## src/rtl/dma_pkg.sv

```systemverilog
// Shared types and constants for the DMA controller: command and FSM state
// encodings plus the word-address helper used for both memory sides.
package dma_pkg;

    localparam int SRAM_AW = 14;
    localparam int WIDTH_W = 10;

    typedef enum logic [1:0] {
        DMA_NONE = 2'b00,
        DMA_D2S  = 2'b01,
        DMA_S2D  = 2'b10
    } dma_cmd_e;

    typedef enum logic [3:0] {
        DORMANT   = 4'd0,
        D2S_BEGIN = 4'd1,
        D2S_READ  = 4'd2,
        D2S_WRITE = 4'd3,
        S2D_BEGIN = 4'd4,
        S2D_READ  = 4'd5,
        S2D_WRITE = 4'd6,
        NEXT      = 4'd7,
        DONE      = 4'd8
    } dma_state_e;

    // Byte address of word idx relative to base, wrapping at 32 bits.
    function automatic logic [31:0] word_addr(input logic [31:0] base,
                                              input logic [WIDTH_W-1:0] idx);
        return base + (32'(idx) << 2);
    endfunction

endpackage

```

## src/rtl/dma_controller_if.sv

```systemverilog
// Bundle of core-command, SRAM and DRAM signals seen by the DMA controller.
// The master side is the controller, the slave side is the surrounding system.
interface dma_controller_if;
    import dma_pkg::*;

    logic [1:0]         cmd;
    logic [31:0]        srcAddr;
    logic [31:0]        destAddr;
    logic [WIDTH_W-1:0] width;
    logic [31:0]        sramReadData;
    logic [31:0]        dramReadData;
    logic [SRAM_AW-1:0] sramAddress;
    logic [31:0]        sramWriteData;
    logic               sramWriteEnable;
    logic [31:0]        dramAddress;
    logic [31:0]        dramWriteData;
    logic               dramWriteEnable;
    logic               dramReadEnable;
    logic               dramValid;
    logic               stall;
    logic               dmaValid;

    modport master (
        input  cmd, srcAddr, destAddr, width, sramReadData, dramReadData, dramValid,
        output sramAddress, sramWriteData, sramWriteEnable,
               dramAddress, dramWriteData, dramWriteEnable, dramReadEnable,
               stall, dmaValid
    );

    modport slave (
        output cmd, srcAddr, destAddr, width, sramReadData, dramReadData, dramValid,
        input  sramAddress, sramWriteData, sramWriteEnable,
               dramAddress, dramWriteData, dramWriteEnable, dramReadEnable,
               stall, dmaValid
    );

endinterface

```

## src/rtl/dma_controller.sv

```systemverilog
// Word-by-word DMA engine between DRAM and on-chip SRAM. Stalls the core for
// the whole transfer and pulses dmaValid for one cycle when it completes.
module dma_controller
    import dma_pkg::*;
(
    input  logic             clk,
    input  logic             reset,
    dma_controller_if.master bus
);

    dma_state_e         state_q, state_d;
    logic               s2d_q, s2d_d;
    logic [WIDTH_W-1:0] idx_q, idx_d;
    logic [WIDTH_W-1:0] len_q, len_d;
    logic [31:0]        src_q, src_d;
    logic [31:0]        dest_q, dest_d;
    logic [31:0]        data_q, data_d;

    logic [SRAM_AW-1:0] sram_addr_q, sram_addr_d;
    logic [31:0]        sram_wdata_q, sram_wdata_d;
    logic [31:0]        dram_addr_q, dram_addr_d;
    logic [31:0]        dram_wdata_q, dram_wdata_d;
    logic               sram_we_q, sram_we_d;
    logic               dram_we_q, dram_we_d;
    logic               dram_re_q, dram_re_d;
    logic               stall_q, stall_d;
    logic               dma_valid_q, dma_valid_d;

    logic [31:0]        dram_base, sram_base;

    always_comb begin
        state_d = state_q;
        s2d_d   = s2d_q;
        idx_d   = idx_q;
        len_d   = len_q;
        src_d   = src_q;
        dest_d  = dest_q;
        data_d  = data_q;
        case (state_q)
            DORMANT: begin
                if (bus.cmd == DMA_D2S) begin
                    state_d = D2S_BEGIN;
                    s2d_d   = 1'b0;
                end else if (bus.cmd == DMA_S2D) begin
                    state_d = S2D_BEGIN;
                    s2d_d   = 1'b1;
                end
            end
            D2S_BEGIN, S2D_BEGIN: begin
                src_d  = bus.srcAddr;
                dest_d = bus.destAddr;
                len_d  = bus.width;
                idx_d  = '0;
                if (bus.width == '0)
                    state_d = DONE;
                else
                    state_d = s2d_q ? S2D_READ : D2S_READ;
            end
            D2S_READ: begin
                if (bus.dramValid) begin
                    data_d  = bus.dramReadData;
                    state_d = D2S_WRITE;
                end
            end
            D2S_WRITE: state_d = NEXT;
            S2D_READ: begin
                data_d  = bus.sramReadData;
                state_d = S2D_WRITE;
            end
            S2D_WRITE: begin
                if (bus.dramValid)
                    state_d = NEXT;
            end
            NEXT: begin
                idx_d = idx_q + WIDTH_W'(1);
                if (idx_d == len_q)
                    state_d = DONE;
                else
                    state_d = s2d_q ? S2D_READ : D2S_READ;
            end
            DONE:    state_d = DORMANT;
            default: state_d = DORMANT;
        endcase
    end

    // Outputs are decoded from the next state so they come straight off flops
    // and line up with the state they belong to.
    always_comb begin
        dram_base    = s2d_d ? dest_d : src_d;
        sram_base    = s2d_d ? src_d : dest_d;
        dram_re_d    = (state_d == D2S_READ);
        dram_we_d    = (state_d == S2D_WRITE);
        sram_we_d    = (state_d == D2S_WRITE);
        stall_d      = (state_d != DORMANT) && (state_d != DONE);
        dma_valid_d  = (state_d == DONE);
        dram_addr_d  = (dram_re_d || dram_we_d) ? word_addr(dram_base, idx_d) : '0;
        sram_addr_d  = (sram_we_d || state_d == S2D_READ)
                       ? SRAM_AW'(word_addr(sram_base, idx_d)) : '0;
        sram_wdata_d = sram_we_d ? data_d : '0;
        dram_wdata_d = dram_we_d ? data_d : '0;
    end

    always_ff @(posedge clk or negedge reset) begin
        if (!reset) begin
            state_q      <= DORMANT;
            s2d_q        <= 1'b0;
            idx_q        <= '0;
            len_q        <= '0;
            src_q        <= '0;
            dest_q       <= '0;
            data_q       <= '0;
            sram_addr_q  <= '0;
            sram_wdata_q <= '0;
            dram_addr_q  <= '0;
            dram_wdata_q <= '0;
            sram_we_q    <= 1'b0;
            dram_we_q    <= 1'b0;
            dram_re_q    <= 1'b0;
            stall_q      <= 1'b0;
            dma_valid_q  <= 1'b0;
        end else begin
            state_q      <= state_d;
            s2d_q        <= s2d_d;
            idx_q        <= idx_d;
            len_q        <= len_d;
            src_q        <= src_d;
            dest_q       <= dest_d;
            data_q       <= data_d;
            sram_addr_q  <= sram_addr_d;
            sram_wdata_q <= sram_wdata_d;
            dram_addr_q  <= dram_addr_d;
            dram_wdata_q <= dram_wdata_d;
            sram_we_q    <= sram_we_d;
            dram_we_q    <= dram_we_d;
            dram_re_q    <= dram_re_d;
            stall_q      <= stall_d;
            dma_valid_q  <= dma_valid_d;
        end
    end

    assign bus.sramAddress     = sram_addr_q;
    assign bus.sramWriteData   = sram_wdata_q;
    assign bus.sramWriteEnable = sram_we_q;
    assign bus.dramAddress     = dram_addr_q;
    assign bus.dramWriteData   = dram_wdata_q;
    assign bus.dramWriteEnable = dram_we_q;
    assign bus.dramReadEnable  = dram_re_q;
    assign bus.stall           = stall_q;
    assign bus.dmaValid        = dma_valid_q;

endmodule

```

## src/flat_wrapper.sv

```systemverilog
// flat-port wrapper written by rule: the top's interface ports become plain ports
module dma_controller_flat import dma_pkg::*;
  (clk, reset, bus_cmd, bus_srcAddr, bus_destAddr, bus_width, bus_sramReadData, bus_dramReadData, bus_dramValid, bus_sramAddress, bus_sramWriteData, bus_sramWriteEnable, bus_dramAddress, bus_dramWriteData, bus_dramWriteEnable, bus_dramReadEnable, bus_stall, bus_dmaValid);
  dma_controller_if bus_i ();
  input  logic clk;
  input  logic reset;
  input wire logic [$bits(bus_i.cmd)-1:0] bus_cmd;
  input wire logic [$bits(bus_i.srcAddr)-1:0] bus_srcAddr;
  input wire logic [$bits(bus_i.destAddr)-1:0] bus_destAddr;
  input wire logic [$bits(bus_i.width)-1:0] bus_width;
  input wire logic [$bits(bus_i.sramReadData)-1:0] bus_sramReadData;
  input wire logic [$bits(bus_i.dramReadData)-1:0] bus_dramReadData;
  input wire logic [$bits(bus_i.dramValid)-1:0] bus_dramValid;
  output wire logic [$bits(bus_i.sramAddress)-1:0] bus_sramAddress;
  output wire logic [$bits(bus_i.sramWriteData)-1:0] bus_sramWriteData;
  output wire logic [$bits(bus_i.sramWriteEnable)-1:0] bus_sramWriteEnable;
  output wire logic [$bits(bus_i.dramAddress)-1:0] bus_dramAddress;
  output wire logic [$bits(bus_i.dramWriteData)-1:0] bus_dramWriteData;
  output wire logic [$bits(bus_i.dramWriteEnable)-1:0] bus_dramWriteEnable;
  output wire logic [$bits(bus_i.dramReadEnable)-1:0] bus_dramReadEnable;
  output wire logic [$bits(bus_i.stall)-1:0] bus_stall;
  output wire logic [$bits(bus_i.dmaValid)-1:0] bus_dmaValid;
  assign bus_i.cmd = bus_cmd;
  assign bus_i.srcAddr = bus_srcAddr;
  assign bus_i.destAddr = bus_destAddr;
  assign bus_i.width = bus_width;
  assign bus_i.sramReadData = bus_sramReadData;
  assign bus_i.dramReadData = bus_dramReadData;
  assign bus_i.dramValid = bus_dramValid;
  assign bus_sramAddress = bus_i.sramAddress;
  assign bus_sramWriteData = bus_i.sramWriteData;
  assign bus_sramWriteEnable = bus_i.sramWriteEnable;
  assign bus_dramAddress = bus_i.dramAddress;
  assign bus_dramWriteData = bus_i.dramWriteData;
  assign bus_dramWriteEnable = bus_i.dramWriteEnable;
  assign bus_dramReadEnable = bus_i.dramReadEnable;
  assign bus_stall = bus_i.stall;
  assign bus_dmaValid = bus_i.dmaValid;
  dma_controller u_core (.clk(clk), .reset(reset), .bus(bus_i));
endmodule
```

## config.mk

```make
export PLATFORM = sky130hd
export DESIGN_NAME = dma_controller_flat
export DESIGN_NICKNAME = d
export VERILOG_FILES = /design/src/rtl/dma_pkg.sv /design/src/rtl/dma_controller_if.sv /design/src/rtl/dma_controller.sv /design/src/flat_wrapper.sv
export SDC_FILE = /design/constraint.sdc
export NUM_CORES = 1
export LEC_CHECK = 0
export CAP_MARGIN = 0
export CORE_ASPECT_RATIO = 1.1
export CORE_MARGIN = 2
export CORE_UTILIZATION = 40
export CTS_CLUSTER_DIAMETER = 120
export CTS_CLUSTER_SIZE = 28
export DETAILED_ROUTE_END_ITERATION = 10
export PLACE_DENSITY = 0.66
export SLEW_MARGIN = 5
export SYNTH_ARGS = -nofsm -noshare
export SYNTH_HDL_FRONTEND = slang
export SYNTH_SLANG_ARGS = --single-unit
export TNS_END_PERCENT = 50
```

## constraint.sdc

```tcl
create_clock -name clk -period 6.2 [get_ports clk]
set_input_delay 0.93 -clock clk [delete_from_list [all_inputs] [get_ports clk]]
set_output_delay 0.93 -clock clk [all_outputs]
set_load 0.05 [all_outputs]
```

After elaboration in Yosys (flattened, before gate mapping)

Cells that the tools add are included.

Bits in registers: 236
Input bits: 143
Word-level logic and storage cells: 64

Add/sub/neg operators: 3
Equal/unequal tests: 16
Mux-type cells: 22
Reductions and logical operators: 7

Operators with widths:

| operator                                            | count |
|---|---|
| two-way mux 32 bit                                  | 7 |
| one-hot mux 32 bit (2 select lines)                 | 1 |
| adder 32 x 12 -> 32 bit                             | 1 |
| two-way mux 14 bit                                  | 2 |
| one-hot mux 4 bit (7 select lines)                  | 1 |
| equality test 4 x 3 -> 1 bit, second input constant | 6 |
| two-way mux 4 bit                                   | 6 |
| one-hot mux 10 bit (2 select lines)                 | 1 |
| equality test 4 x 2 -> 1 bit, second input constant | 4 |
| adder 14 x 12 -> 14 bit                             | 1 |
| adder 10 x 1 -> 10 bit, second input constant       | 1 |
| equality test 10 bit                                | 1 |
| zero test 10 bit                                    | 1 |
| equality test 4 x 1 -> 1 bit, second input constant | 1 |
| equality test 4 bit, second input constant          | 1 |
| zero test 4 bit                                     | 1 |
| != test 4 bit, second input constant                | 1 |
| nonzero test 4 bit                                  | 1 |
| two-way mux 1 bit                                   | 3 |
| two-way mux 3 bit                                   | 1 |
| equality test 2 x 1 -> 1 bit, second input constant | 1 |
| equality test 2 bit, second input constant          | 1 |
| logical OR 1 bit                                    | 2 |
| OR reduction 2 bit                                  | 1 |
| logical AND 1 bit                                   | 1 |

Longest topological paths before layout

Depth in word-level cells: 7
Gate-level depth with buffers: 19
Mapped depth without buffers: 15

Worst setup path before layout

OpenSTA, ideal clock, no wires.

Path kind: input -> register
Start point: in bus_cmd[0]
End point: reg u_core.dram_addr_q[26] (netlist: u_core.bus.dramAddress[26])
Library setup time: 77 ps
Arrival time: 4482 ps
Required time: 6123 ps
Path slack: 1640 ps
Cell stages on the path: 18
Cells stage by stage: inv_1 a31o_2 nand2_4 inv_6 buf_2 buf_2 buf_2 mux2i_1 ha_1 inv_1 fa_1 nor2b_1 o2111ai_1 nand3_1 a41o_1 nand4b_4 or4_1 a21oi_1

Word-level cells in the longest chain between the ends: 7
Elaborated cells on any way between the ends: 14
Those cells by class: 1 x add/sub; 4 x eq/ne; 8 x mux; 1 x reduce/logical

RTL lines:

| element                          | line                  | RTL |
|---|---|---|
| start: declaration               | flat_wrapper.sv:7     | `input wire logic [$bits(bus_i.cmd)-1:0] bus_cmd;` |
| equality test 2 bit              | dma_controller.sv:44  | `end else if (bus.cmd == DMA_S2D) begin` |
| two-way mux 1 bit                | dma_controller.sv:44  |  |
| two-way mux 1 bit *              | dma_controller.sv:41  | `if (bus.cmd == DMA_D2S) begin` |
| two-way mux 1 bit *              | dma_controller.sv:39  | `case (state_q)` |
| named net u_core.s2d_d           | dma_controller.sv:12  | `logic s2d_q, s2d_d;` |
| two-way mux 32 bit *             | dma_controller.sv:89  | `dram_base = s2d_d ? dest_d : src_d;` |
| adder 32 x 12 -> 32 bit *        | dma_pkg.sv:29         | `return base + (32'(idx) << 2);` |
| two-way mux 32 bit *             | dma_controller.sv:96  | `dram_addr_d = (dram_re_d \|\| dram_we_d) ? word_addr(dram_base, idx_d) : '0;` |
| named net u_core.dram_addr_d[26] | dma_controller.sv:21  | `logic [31:0] dram_addr_q, dram_addr_d;` |
| end signal: assignment           | dma_controller.sv:131 | `dram_addr_q <= dram_addr_d;` |
| end: declaration                 | dma_controller.sv:21  |  |

Mark *: on every way through the listed nets, which the timed path passes. The rest lies on a longest branch.
A chain may end at the register's enable or synchronous reset.

Final worst setup path

Start point: in bus_cmd[0]
End point: reg u_core.dram_addr_q[30] (netlist: u_core.bus.dramAddress[30])

Word-level cells in the longest chain between the ends: 7
Elaborated cells on any way between the ends: 14
Those cells by class: 1 x add/sub; 4 x eq/ne; 8 x mux; 1 x reduce/logical

RTL lines:

| element                                                                 | line |
|---|---|
| equality test 2 bit                                                     | dma_controller.sv:44 |
| two-way mux 1 bit or two-way mux 4 bit (tied branches)                  | dma_controller.sv:44 |
| two-way mux 1 bit or two-way mux 4 bit (tied branches)                  | dma_controller.sv:41 |
| two-way mux 1 bit or one-hot mux 4 bit (7 select lines) (tied branches) | dma_controller.sv:39 |
| two-way mux 32 bit (tied with other cells)                              | dma_controller.sv:89 |
| adder 32 x 12 -> 32 bit or logical OR 1 bit (tied branches)             | dma_pkg.sv:29, dma_controller.sv:96 |
| two-way mux 32 bit *                                                    | dma_controller.sv:96 |
| named net u_core.dram_addr_d[30]                                        | dma_controller.sv:21 |

Marked as above.

==> flow_summary.toml <==
[run_status]
outcome = "complete, no violations"

[clocking]
clockBufferDepth = 3
clk_pin_slew_ns = 0.11
postCtsHoldBufs = 0
cts_resized = 0
numClockSinks = 236
cts-root-buf = "clkbuf_16"
cts_max_level = 1
postCtsSetupBuffers = 0
cts_buffers = 12
clk_latency_ns = 0.49
cts_tree = "built"

[sta]
slew_headroom = 0.2714
clock.fmax_mhz = 202.1
final_hold_viol_count = 0
finClkSkew_ns = 0.02883
finalSetupTns_ns = 0
fin_crit_sh = 0.7981
final-max-slew-violation-count = 0
holdWs_ns = 0.4869
period_minus_slack_ns = 4.948
rsz0062_at_grt = "false"
worstMarginPinSlew_ns = 1.092
setup_violations = 0

[yosys]
synth_top_family_by_area = "simple AND/OR/NAND/NOR gates"
syn_avg_cell_area_um2 = 11.05
synthFlopType = "dfrtp_1"
synth.net_count = 1153
yosysTopAreaCell = "dfrtp_1"
yosys_warnings = 0
synthXorXnorAreaFrac = 0.03177
synth-compound-area-share = 0.1305
yosys.area_share.simple = 0.1561
synth_edf_count = 0
muxShareOfSynthArea = 0.07202
synth_adder_area_share = 0.02775
yosysTopAreaCellShare = 0.5413
ys_types = 79
ys_ff_latch = 236
ys_top_cells_by_area = "dfrtp_1, mux2i_1, and2_1"
synth_area_um2 = 10910
yosysSeqAreaShare = 0.5413
synthArstFlopShare = 1.000
synth_cells = 987

[setup_path]
path_cells = "clkdlybuf4s50_1 -> inv_1 -> a31o_2 -> nand2_4 -> inv_6 -> mux2i_1 -> ha_1 -> inv_1 -> fa_1 -> nor2b_1 -> o2111ai_1 -> nand3_1 -> a41o_1 -> nand4b_4 -> or4_1 -> a21oi_1"
cp.arrival_ns = 5.34
startpoint_type = "input port"
r2r_cells = 14
cp_max_fo = 36
cp.required_ns = 6.59
end_kind = "flop"
worstSetupPathType = "in -> reg"
rr_endpoint = "u_core.bus.dramAddress[30]"
max_stage_delay_ns = 0.56
cp_slowest_cell = "or4_1"
r2r_start = "u_core.state_q[1]"
r2r_slack_ns = 1.29
crit_top_cell = "inv_1"

[final_layout]
drive_gt1_frac = 0.04750
antenna_cells = 0
mostFrequentLayoutCells = "clkdlybuf4s50_1, dfrtp_1, nand2_1"
final_nets = 1387
area_growth_pct = 29.64
fin_area_um2 = 14140
fill_cells = 2383
layout_commonest_cell = "clkdlybuf4s50_1"

[floorplanning]
io_pins = 258
start_util = 0.4059
num_rows = 63
die_y_um = 177.2
core-area_um2 = 26880
dieArea_um2 = 28610
die_x_um = 161.5

[power]
p_int_w = 0.004176
swShare = 0.4741
clkPwrFrac = 0.111
power_density_nw_per_um2 = 561.4
leakage_nw = 6.549
vdd_drop_max_mv = 0.2467
pwr-share-comb = 0.589
switching_power_w = 0.003765
p_seq_frac = 0.299

[grt]
grt.overflow.total = 0
track_usage = 0.2119
grt_pass1_vias = 8582
grt_pass1_wl_um = 47800
antenna_found_initial = 0
grt_max_degree = 109

[detailed_routing]
post_drt_wl_per_cell_um = 19.39
drt.antenna.violating_nets = 0
route.detailed.drc = 0
routed_wl_um = 30600
drtIter0Drc = 445
via_per_inst = 5.288
vias = 8344
dr.pass1.iters = 5

[job]
drv_cap = 0

[placed_design]
dp.final_hpwl_um = 21890
place.gp.congestion = 0.8773
portBuffers = 257
postPlaceCellArea_um2 = 13800

[worst_hold_path]
hold_class = "in -> async"
## routing by layer
metal	vias up	track usage	wire, µm
met5	-	0	0
met4	0	0.05804	708
met3	39	0.02343	1150
met2	204	0.3565	14910
met1	4143	0.2923	13840
li1	3958	-	-
## area by class of cell
cell class	instances	area [µm²]	share of cell area
Clock buffer	13	325.3	0.02300
Sequential cell	236	5906	0.4175
Clock inverter	1	16.27	0.001150
Multi-Input combinational cell	649	4587	0.3243
Inverter	55	211.5	0.01495
Tap cell	357	446.7	0.03158
Timing Repair Buffer	267	2653	0.1875
## kinds of logic (layout without fill, tap and decap cells)
logic type / after synthesis / count (layout)
AO/OA/AOI/OAI: 190 / 190
XOR/XNOR: 38 / 38
adder cells (fa/ha/maj): 23 / 23
buffers and inverters: 102 / 336
flip-flops: 236 / 236
multiplexers: 77 / 77
AND/OR/NAND/NOR: 321 / 321
## power groups by stage
stage	clock [W]	combinational [W]	sequential, W
2_1_floorplan	0	0.00260	0.00308
3_3_place_gp	0	0.00464	0.00239
3_5_place_dp	0	0.00469	0.00240
4_1_cts	0.000917	0.00471	0.00237
5_1_grt	0.000975	0.00509	0.00244
6_report	0.000884	0.00468	0.00238
## synth_stat cells, types with 15 or more instances
master and count:
clkbuf_1 22, buf_2 15, xor2_1 19, inv_1 53, a221o_1 34, and3_1 18, nor2_1 42, nand2_1 100
mux2i_1 68, a21oi_1 48, ha_1 21, nand3_1 23, dfrtp_1 236, o21ai_0 30, xnor2_1 18, nor3_1 15
and2_1 69
## worst max path at each step
stage	startpoint	slack, ns	endpoint	depth (start not counted)
after CTS	bus_cmd[0]	1.26	u_core.bus.dramAddress[30]	16
after detailed placement	bus_cmd[0]	0.76	u_core.bus.dramAddress[30]	16
after global routing	u_core.state_q[1]	0.84	u_core.bus.dramAddress[30]	14
after floorplan	bus_cmd[0]	1.64	u_core.bus.dramAddress[26]	18
final	bus_cmd[0]	1.25	u_core.bus.dramAddress[30]	16
after global placement	bus_cmd[0]	0.89	u_core.bus.dramAddress[30]	16
## per-stage QoR
| stage | cells | utilization | setup WS [ns] | power (W) |
|---|---|---|---|---|
| floorplan | 987 | - | 1.640 | 0.005676 |
| global placement | 1564 | 0.5135 | 0.8862 | 0.007033 |
| detailed placement | 1564 | 0.5135 | 0.7559 | 0.007090 |
| CTS | 1578 | 0.5262 | 1.263 | 0.008006 |
| global route | 1578 | 0.5262 | 0.8365 | 0.008499 |
| finish | 1578 | 0.5262 | 1.252 | 0.007941 |
## registers in the layout, summed over array words and instances, names as in the netlist
| signal | cells |
|---|---|
| u_core.bus.dramAddress | 32 |
| u_core.bus.dramWriteData | 32 |
| u_core.bus.sramWriteData | 32 |
| u_core.data_q | 32 |
| u_core.dest_q | 32 |
| u_core.src_q | 32 |
| u_core.bus.sramAddress | 14 |
| u_core.idx_q | 10 |
| u_core.len_q | 10 |
| u_core.state_q | 4 |
| u_core.bus.dmaValid | 1 |
| u_core.bus.dramReadEnable | 1 |
| u_core.bus.dramWriteEnable | 1 |
| u_core.bus.sramWriteEnable | 1 |
| u_core.bus.stall | 1 |
| u_core.s2d_q | 1 |
## worst max-delay path, delay by kind of cell
| family | cells | cell delay [ns] |
|---|---|---|
| muxes | 1 | 0.25 |
| buffers and inverters | 4 | 1.09 |
| and+or+nand+nor | 5 | 1.46 |
| adders and majority gates | 2 | 0.56 |
| AOI/OAI and AO/OA | 4 | 1.04 |
Note: power is estimated with default switching activity, not from simulation.
